[src/rtl/osr_pull_if.sv]
// TX FIFO read handshake between the FIFO (master) and the OSR (slave).
// A word moves on any cycle where valid && ready.
interface osr_pull_if #(
    parameter int DW = 32
);
    logic [DW-1:0] data;
    logic          valid;
    logic          ready;

    modport master (
        output data,
        output valid,
        input  ready
    );

    modport slave (
        input  data,
        input  valid,
        output ready
    );
endinterface

[src/rtl/osr_pull.sv]
// Output shift register for one PIO state machine. It handles OUT, PULL,
// MOV-to-OSR and autopull, and it requests sequencer stalls when data is missing.
// Optional OSR_PREFETCH_EN: a one-entry buffer in front of the FIFO. When it is
// enabled, every load reads the buffer, so autopull never waits on FIFO latency.
module osr_pull #(
    parameter int DW  = 32,
    parameter int SHW = $clog2(DW),
    parameter int CW  = $clog2(DW) + 1
) (
    input  logic           clk,
    input  logic           reset_n,
    input  logic           penable,
    input  logic           restart,
    input  logic           stalled,
    input  logic           dir,
    input  logic [SHW-1:0] shift,
    input  logic [SHW-1:0] thresh,
    input  logic           autopull_en,
    input  logic           do_shift,
    input  logic           do_pull,
    input  logic           pull_block,
    input  logic [DW-1:0]  x_val,
    input  logic           mov_set,
    input  logic [DW-1:0]  mov_din,
    osr_pull_if.slave      fifo,
    output logic [DW-1:0]  dout,
    output logic [CW-1:0]  shift_count,
    output logic           empty,
    output logic           stall_req
);
    localparam logic [CW-1:0] FULL = CW'(DW);
    localparam logic [DW-1:0] ONES = '1;

    logic [DW-1:0] shift_reg;
    logic [CW-1:0] count;

    logic [CW-1:0] sv;
    logic [CW-1:0] thresh_eff;
    logic [CW:0]   count_sum;
    logic [CW-1:0] count_post;
    logic [DW-1:0] shifted;
    logic [DW-1:0] shout;
    logic          avail;
    logic [DW-1:0] load_data;
    logic          active;
    logic          pull_noop;
    logic          go;
    logic          mov_op;
    logic          pull_op;
    logic          out_op;
    logic          out_reload;
    logic          out_shift;
    logic          out_chain;
    logic          load;
    logic          xload;

`ifdef OSR_PREFETCH_EN
    logic          pf_valid;
    logic [DW-1:0] pf_data;

    assign avail      = pf_valid;
    assign load_data  = pf_data;
    // Refill whenever the buffer is empty or is being drained this cycle.
    assign fifo.ready = reset_n && fifo.valid && (!pf_valid || load);
`else
    assign avail      = fifo.valid;
    assign load_data  = fifo.data;
    assign fifo.ready = load && fifo.valid;
`endif

    assign shift_count = count;

    // Shift amount, thresholds, saturating count and the decode of this cycle's operation.
    always_comb begin
        sv         = (shift == '0) ? FULL : {1'b0, shift};
        thresh_eff = (thresh == '0) ? FULL : {1'b0, thresh};
        // One extra bit so count + sv can never wrap before the clamp.
        count_sum  = {1'b0, count} + {1'b0, sv};
        count_post = (count_sum > {1'b0, FULL}) ? FULL : count_sum[CW-1:0];

        if (dir) begin
            shifted = shift_reg >> sv;
            shout   = shift_reg & (ONES >> (FULL - sv));
        end else begin
            shifted = shift_reg << sv;
            shout   = shift_reg >> (FULL - sv);
        end
        dout  = do_shift ? shout : shift_reg;
        empty = (count >= thresh_eff);

        // PULL under autopull is a no-op while the OSR still holds enough bits.
        pull_noop = autopull_en && !empty;
        active    = reset_n && penable && !stalled && !restart && !mov_set;
        stall_req = active && (
                      (do_pull && !pull_noop && !avail && pull_block) ||
                      (!do_pull && do_shift && autopull_en && empty && !avail));

        go         = reset_n && penable && !stalled && !stall_req && !restart;
        mov_op     = go && mov_set;
        pull_op    = go && !mov_set && do_pull && !pull_noop;
        out_op     = go && !mov_set && !do_pull && do_shift;
        // An OUT that finds the OSR drained only refills. The shift happens on the retry.
        out_reload = out_op && autopull_en && empty;
        out_shift  = out_op && !(autopull_en && empty);
        out_chain  = out_shift && autopull_en && avail && (count_post >= thresh_eff);
        load       = (pull_op && avail) || out_reload || out_chain;
        xload      = pull_op && !avail && !pull_block;
    end

    // OSR contents and consumed-bit count. Restart only rewinds the count.
    always_ff @(posedge clk or negedge reset_n) begin
        if (!reset_n) begin
            shift_reg <= '0;
            count     <= FULL;
        end else if (restart) begin
            count     <= FULL;
        end else if (mov_op) begin
            shift_reg <= mov_din;
            count     <= '0;
        end else if (load) begin
            shift_reg <= load_data;
            count     <= '0;
        end else if (xload) begin
            shift_reg <= x_val;
            count     <= '0;
        end else if (out_shift) begin
            shift_reg <= shifted;
            count     <= count_post;
        end
    end

`ifdef OSR_PREFETCH_EN
    // Prefetch buffer. A fill wins over a drain, so a same-cycle refill is possible.
    always_ff @(posedge clk or negedge reset_n) begin
        if (!reset_n) begin
            pf_valid <= 1'b0;
            pf_data  <= '0;
        end else if (fifo.ready) begin
            pf_valid <= 1'b1;
            pf_data  <= fifo.data;
        end else if (load) begin
            pf_valid <= 1'b0;
        end
    end
`endif

endmodule

[src/flat_wrapper.sv]
// flat-port wrapper written by rule: the top's interface ports become plain ports
module osr_pull_flat 
#(
    parameter int DW  = 32,
    parameter int SHW = $clog2(DW),
    parameter int CW  = $clog2(DW) + 1
)
  (clk, reset_n, penable, restart, stalled, dir, shift, thresh, autopull_en, do_shift, do_pull, pull_block, x_val, mov_set, mov_din, dout, shift_count, empty, stall_req, fifo_data, fifo_valid, fifo_ready);
  osr_pull_if #(.DW(DW)) fifo_i ();
  input  logic clk;
  input  logic reset_n;
  input  logic penable;
  input  logic restart;
  input  logic stalled;
  input  logic dir;
  input  logic [SHW-1:0] shift;
  input  logic [SHW-1:0] thresh;
  input  logic autopull_en;
  input  logic do_shift;
  input  logic do_pull;
  input  logic pull_block;
  input  logic [DW-1:0] x_val;
  input  logic mov_set;
  input  logic [DW-1:0] mov_din;
  output logic [DW-1:0] dout;
  output logic [CW-1:0] shift_count;
  output logic empty;
  output logic stall_req;
  input wire logic [$bits(fifo_i.data)-1:0] fifo_data;
  input wire logic [$bits(fifo_i.valid)-1:0] fifo_valid;
  output wire logic [$bits(fifo_i.ready)-1:0] fifo_ready;
  assign fifo_i.data = fifo_data;
  assign fifo_i.valid = fifo_valid;
  assign fifo_ready = fifo_i.ready;
  osr_pull #(.DW(DW), .SHW(SHW), .CW(CW)) u_core (.clk(clk), .reset_n(reset_n), .penable(penable), .restart(restart), .stalled(stalled), .dir(dir), .shift(shift), .thresh(thresh), .autopull_en(autopull_en), .do_shift(do_shift), .do_pull(do_pull), .pull_block(pull_block), .x_val(x_val), .mov_set(mov_set), .mov_din(mov_din), .fifo(fifo_i), .dout(dout), .shift_count(shift_count), .empty(empty), .stall_req(stall_req));
endmodule
[config.mk]
export PLATFORM = sky130hd
export DESIGN_NAME = osr_pull_flat
export DESIGN_NICKNAME = d
export VERILOG_FILES = /design/src/rtl/osr_pull_if.sv /design/src/rtl/osr_pull.sv /design/src/flat_wrapper.sv
export SDC_FILE = /design/constraint.sdc
export NUM_CORES = 1
export LEC_CHECK = 0
export CORE_MARGIN = 5
export CORE_UTILIZATION = 30
export DETAILED_ROUTE_END_ITERATION = 7
export MAX_ROUTING_LAYER = met4
export PLACE_DENSITY_LB_ADDON = 0.3
export RECOVER_POWER = 25
export SETUP_SLACK_MARGIN = 0.3
export SLEW_MARGIN = 25
export SYNTH_ARGS = -nofsm -noshare
export SYNTH_HDL_FRONTEND = slang
export SYNTH_SLANG_ARGS = --single-unit
[constraint.sdc]
create_clock -name clk -period 6.35 [get_ports clk]
set_clock_uncertainty 0.05 [all_clocks]
set_input_delay 0.9525 -clock clk [delete_from_list [all_inputs] [get_ports clk]]
set_output_delay 0.9525 -clock clk [all_outputs]
set_load 0.05 [all_outputs]
Word-level counts from Yosys, hierarchy flattened
Cells that the tools add are included.
Widths: inputs -> output; s select.
{"block": "totals", "input_bits": 118, "reg_bits": 38, "wordCells": 78}
{"block": "op_classes", "muxes": 15, "n_shift": 4, "magnitude_cmp": 3, "n_reduce_logical": 50, "bitwise": 2, "add_sub_neg": 2}
{"operator": "$mux 32", "n": 7}
{"operator": "$shr 32x6->32", "n": 2}
{"operator": "$mux 6", "n": 8}
{"operator": "$and 32x32->32", "n": 1}
{"operator": "$logic_and 1x1->1", "n": 32}
{"operator": "$shl 32x6->32", "n": 1}
{"operator": "$shr 32x6->32 const A", "n": 1}
{"operator": "$ge 6x6->1", "n": 2}
{"operator": "$logic_not 1->1", "n": 10}
{"operator": "$logic_not 5->1", "n": 2}
{"operator": "$add 6x6->7", "n": 1}
{"operator": "$gt 7x6->1 const B", "n": 1}
{"operator": "$sub 6x6->6 const A", "n": 1}
{"operator": "$reduce_bool 5->1", "n": 1}
{"operator": "$reduce_bool 4->1", "n": 1}
{"operator": "$logic_or 1x1->1", "n": 3}
{"operator": "$reduce_and 2->1", "n": 1}
{"operator": "$not 1->1", "n": 1}

Longest topological paths before layout
Gate-level depths: netlist (run 1).
{"block": "depth", "ltp_word": 25, "ltp_mapped": 27, "mapped_depth_nobuf": 19}

Least setup slack after synthesis (run 1)
No wires, ideal clock.
{"block": "synth_path", "path_type": "in2out", "from": "in shift[0]", "to": "out fifo_ready", "setup_slack_ns": -0.174, "required_time_ns": 5.347, "path_stages": 25, "path_buffers": 8, "arrival_ns": 5.522, "path_cell_list": "buf_6 -> buf_6 -> buf_6 -> buf_6 -> buf_4 -> buf_2 -> clkbuf_1 -> ha_1 -> inv_1 -> fa_1 -> nor2b_1 -> o21ai_0 -> and2_1 -> nand4_1 -> a21oi_1 -> nor2_1 -> nor2_1 -> ha_1 -> o21ai_0 -> o21ai_0 -> o2111ai_1 -> a311oi_1 -> nor2_2 -> inv_2 -> clkbuf_1"}
{"block": "synth_between", "elab_chain_cells": 9}
{"element": "start, declared", "line_no": "flat_wrapper.sv:16", "source": "input logic [SHW-1:0] shift;"}
{"element": "$logic_not 5->1", "line_no": "osr_pull.sv:75", "source": "sv = (shift == '0) ? FULL : {1'b0, shift};"}
{"element": "$mux 6 *", "line_no": "osr_pull.sv:75"}
{"element": "$add 6x6->7 *", "line_no": "osr_pull.sv:78", "source": "count_sum = {1'b0, count} + {1'b0, sv};"}
{"element": "$gt 7x6->1", "line_no": "osr_pull.sv:79", "source": "count_post = (count_sum > {1'b0, FULL}) ? FULL : count_sum[CW-1:0];"}
{"element": "$mux 6 *", "line_no": "osr_pull.sv:79"}
{"element": "$ge 6x6->1 *", "line_no": "osr_pull.sv:105", "source": "out_chain = out_shift && autopull_en && avail && (count_post >= thresh_eff);"}
{"element": "$logic_and 1x1->1 *", "line_no": "osr_pull.sv:105"}
{"element": "$logic_or 1x1->1 *", "line_no": "osr_pull.sv:106", "source": "load = (pull_op && avail) || out_reload || out_chain;"}
{"element": "$logic_and 1x1->1 *", "line_no": "osr_pull.sv:68", "source": "assign fifo.ready = load && fifo.valid;"}
{"element": "end, declared", "line_no": "flat_wrapper.sv:31", "source": "output wire logic [$bits(fifo_i.ready)-1:0] fifo_ready;"}
Every way passes the cells marked *; elsewhere a longest branch is shown, timed or not.

Worst setup path after layout (run 1)
{"block": "layout_path", "from": "in shift[1]", "to": "out fifo_ready"}
Same word-level chain as after synthesis.

==> impl_metrics.json, run 1 <==
{
  "fillerInstances": 3046,
  "fmax_ghz": 0.1732,
  "clk_pin_slew_ns": 0.06,
  "yosys_register_bits": 38,
  "rows": 63,
  "grt_max_degree": 103,
  "worstSkewPairLatency_ns": 0.29,
  "synth_nets": 1254,
  "grt_pass1_wl_mm": 64.43,
  "dieArea_um2": 33200,
  "yosysUniqueCellTypes": 80,
  "clockPowerShare": 0.188,
  "intPower_uw": 955.3,
  "final_common_cell": "clkdlybuf4s50_1",
  "combinationalPowerShare": 0.575,
  "synth_area_leaders": "mux4_2 15%, mux2i_1 12%, dfrtp_1 10%",
  "rsz0062_at_grt": "no",
  "synth_flop_cell": "dfrtp_1",
  "nets": 1310,
  "tightestPinTransition_ns": 2.389,
  "cts_hold_buf": 0,
  "cts_made_buffers": 5,
  "htreeDepth": 2,
  "power_per_cell_area_nw_per_um2": 163.6,
  "coreArea_um2": 29480,
  "sw_frac_of_total": 0.4689,
  "cp_slowest_stage_delay_ns": 0.69,
  "hpwl_mm": 32.49,
  "final_cell_mix": "120 x clkdlybuf4s50_1, 108 x mux2i_1, 106 x nand2_1",
  "ff_latch_area_um2": 952.2,
  "cts_sinks": 38,
  "slew_headroom": -0.5927,
  "wl_per_cell_um": 28.07,
  "finalHoldViolations": 0,
  "multi_input_area_um2": 7218,
  "yosys_warnings": 0,
  "arrival_ns": 4.77,
  "switchingPower_uw": 843.5,
  "drtPass1Iterations": 7,
  "die_w_um": 182.2,
  "vias": 10210,
  "clockBufferDepth": 2,
  "critPathBufInv": 3,
  "routed_wl_mm": 43.81,
  "start_util": 0.3018,
  "yosysSeqAreaShare": 0.1070,
  "crit_path_top_delay_cell": "or4_1",
  "synth-async-reset-ratio": 1.000,
  "drv_slew": 41,
  "p_seq_frac": 0.236,
  "finalSetupTns_ns": 0,
  "routabilityCongestion": 1.016,
  "layout_min_cycle_time_ns": 5.774,
  "ctsResizeCount": 0,
  "cts-root-buf": "clkbuf_16",
  "drv_cap": 1,
  "first_global_vias": 9619,
  "antenna_found_initial": 1,
  "cp-start-kind": "input port",
  "synth_top_area_cell": "mux4_2",
  "path_cells": "buf_2, or4_1, nor2_1, ha_1, a21o_1, a21oi_1, nand2_1, ha_1, nor3b_1, o21ai_0, o2111ai_1, a311oi_2, nor2_2, inv_2, buf_12",
  "ios": 159,
  "synth_top_area_frac": 0.1544,
  "setup_viol": 0,
  "critPathKind": "input port to primary output",
  "ant_nets": 0,
  "grt_remaining_overflow": 0,
  "dp.cells": 1552,
  "route.detailed.drc": 0,
  "cp.required_ns": 5.35,
  "cp_max_fo": 12,
  "die_h_um": 182.2,
  "peakVddDrop_mv": 0.1471,
  "leakage_nw": 4.135,
  "synth-edff-count": 0,
  "cp_top_family": "simple AND/OR/NAND/NOR gates",
  "area_delta_synth_final_pct": 23.61,
  "first_iter_violations": 1429,
  "hold_class": "flop to flop",
  "routed_via_density": 6.541,
  "fin_cells": 1561,
  "cts_setup_buffers": 0,
  "layout-drive-gt1-share": 0.1581,
  "portBuffers": 158,
  "worstSetupEndpointType": "primary output",
  "period_share": 0.9093,
  "tritoncts": "yes",
  "largest_reg_flops": 32,
  "synthCells": 1113,
  "syn_area_per_cell_um2": 7.993,
  "synth_area_um2": 8896,
  "grt_use_total": 0.2558,
  "violations": "max-capacitance violations, max-slew violations",
  "fin_total_pwr_mw": 1.799,
  "cpMostUsedCell": "ha_1",
  "status": "complete, but fails checks"
}
[Yosys cell counts (4+ instances only)]
cell type and count:
mux2i_1 108, nand2_1 106, clkbuf_1 89, nor2_1 76
mux4_2 61, o22ai_1 60, o21ai_0 57, nor3_1 39
a21oi_1 38, dfrtp_1 37, o2bb2ai_1 31, buf_2 26
nand3_1 26, mux2_2 25, inv_1 24, a211oi_1 23
ha_1 22, a31oi_1 16, o211a_1 14, a21boi_0 13
a221oi_1 13, buf_1 13, o211ai_1 13, nor2b_1 12
a22o_1 10, a211o_1 9, a311oi_1 8, and2_1 8
nand2b_1 8, nand4_1 8, o22a_1 8, or3_1 8
buf_6 7, a2111oi_0 5, a22oi_1 5, nor4_1 5
o21ai_1 5, o31ai_1 5, or4_1 5, a21o_1 4
buf_4 4, xnor2_1 4
[path summary, 6_finish.rpt]
check                                      start                     to  slack [ns]  cells after the start
setup / recovery                        shift[1]             fifo_ready        0.58                     15
hold / removal             u_core.shift_count[4]  u_core.shift_count[4]        0.59                      2
setup reg to reg           u_core.shift_count[0]   u_core.shift_reg[11]        1.66                     18
hold reg to reg            u_core.shift_count[4]  u_core.shift_count[4]        0.59                      2
max in group asynchronous                reset_n   u_core.shift_reg[23]        3.54                      1
min in group asynchronous                reset_n    u_core.shift_reg[2]        1.35                      1
[per-layer routing]
metal | share of wire | GRT usage | vias to the layer above
met2 | 0.46 | 0.3984 | 633
met4 | 0.027 | 0.05974 | 0
li1 | - | - | 4439
met3 | 0.088 | 0.03907 | 93
met1 | 0.42 | 0.3518 | 5046
met5 | 0 | - | -
[per-stage QoR]
step | hold WS, ns | util | area [um^2] | setup WS (ns)
floorplan | 0.4608 | - | 8904 | 0.2914
detailed placement | 0.5856 | 0.3664 | 10800 | 0.6232
CTS | 0.5998 | 0.3730 | 11000 | 0.6115
finish | 0.5866 | 0.3730 | 11000 | 0.5757
global route | 0.6198 | 0.3729 | 10990 | 0.3439
global placement | 0.5737 | 0.3664 | 10800 | 0.7606
[power groups by stage]
stage | Sequential, mW | Combinational (mW) | Clock [mW]
after floorplan | 0.297 | 0.708 | 0
after global placement | 0.422 | 1.01 | 0
after detailed placement | 0.421 | 1.01 | 0
after CTS | 0.416 | 1.02 | 0.340
after global routing | 0.421 | 1.09 | 0.347
final | 0.425 | 1.03 | 0.339
[worst min-delay path, cell delays in order, from the launching register on]
cell and delay [ns]:
dfrtp_1 0.42, mux2i_1 0.09, nor2_1 0.08
[area by class of cell]
cell class,instances,area share
antenna,1,0.0002276
timing repair buffer,190,0.1856
tap,390,0.04437
clock inverter,3,0.006258
inverter,27,0.009216
sequential,38,0.08659
multi-input combinational,907,0.6564
clock buffer,5,0.01138
[cell families (layout without fill, tap and decap cells)]
kind of cell	after synthesis	in the layout	share of synthesized area
compound gates	361	361	0.2885
xor+xnor	6	6	0.005907
flops	38	38	0.1070
mux	194	194	0.3076
buf+inv	168	225	0.08580
simple gates	323	323	0.1720
other cells	0	1	0
fa+ha+maj	23	23	0.03319
Power figures use the tool's default switching activity.
==> run 2, diff against run 1 <==
--- a/config.mk
+++ b/config.mk
@@ -12,7 +12,6 @@
 export PLACE_DENSITY_LB_ADDON = 0.3
 export RECOVER_POWER = 25
 export SETUP_SLACK_MARGIN = 0.3
-export SLEW_MARGIN = 25
 export SYNTH_ARGS = -nofsm -noshare
 export SYNTH_HDL_FRONTEND = slang
 export SYNTH_SLANG_ARGS = --single-unit
==> results of run 2 <==
Final layout, timing and power as in run 1 (identical DEF).
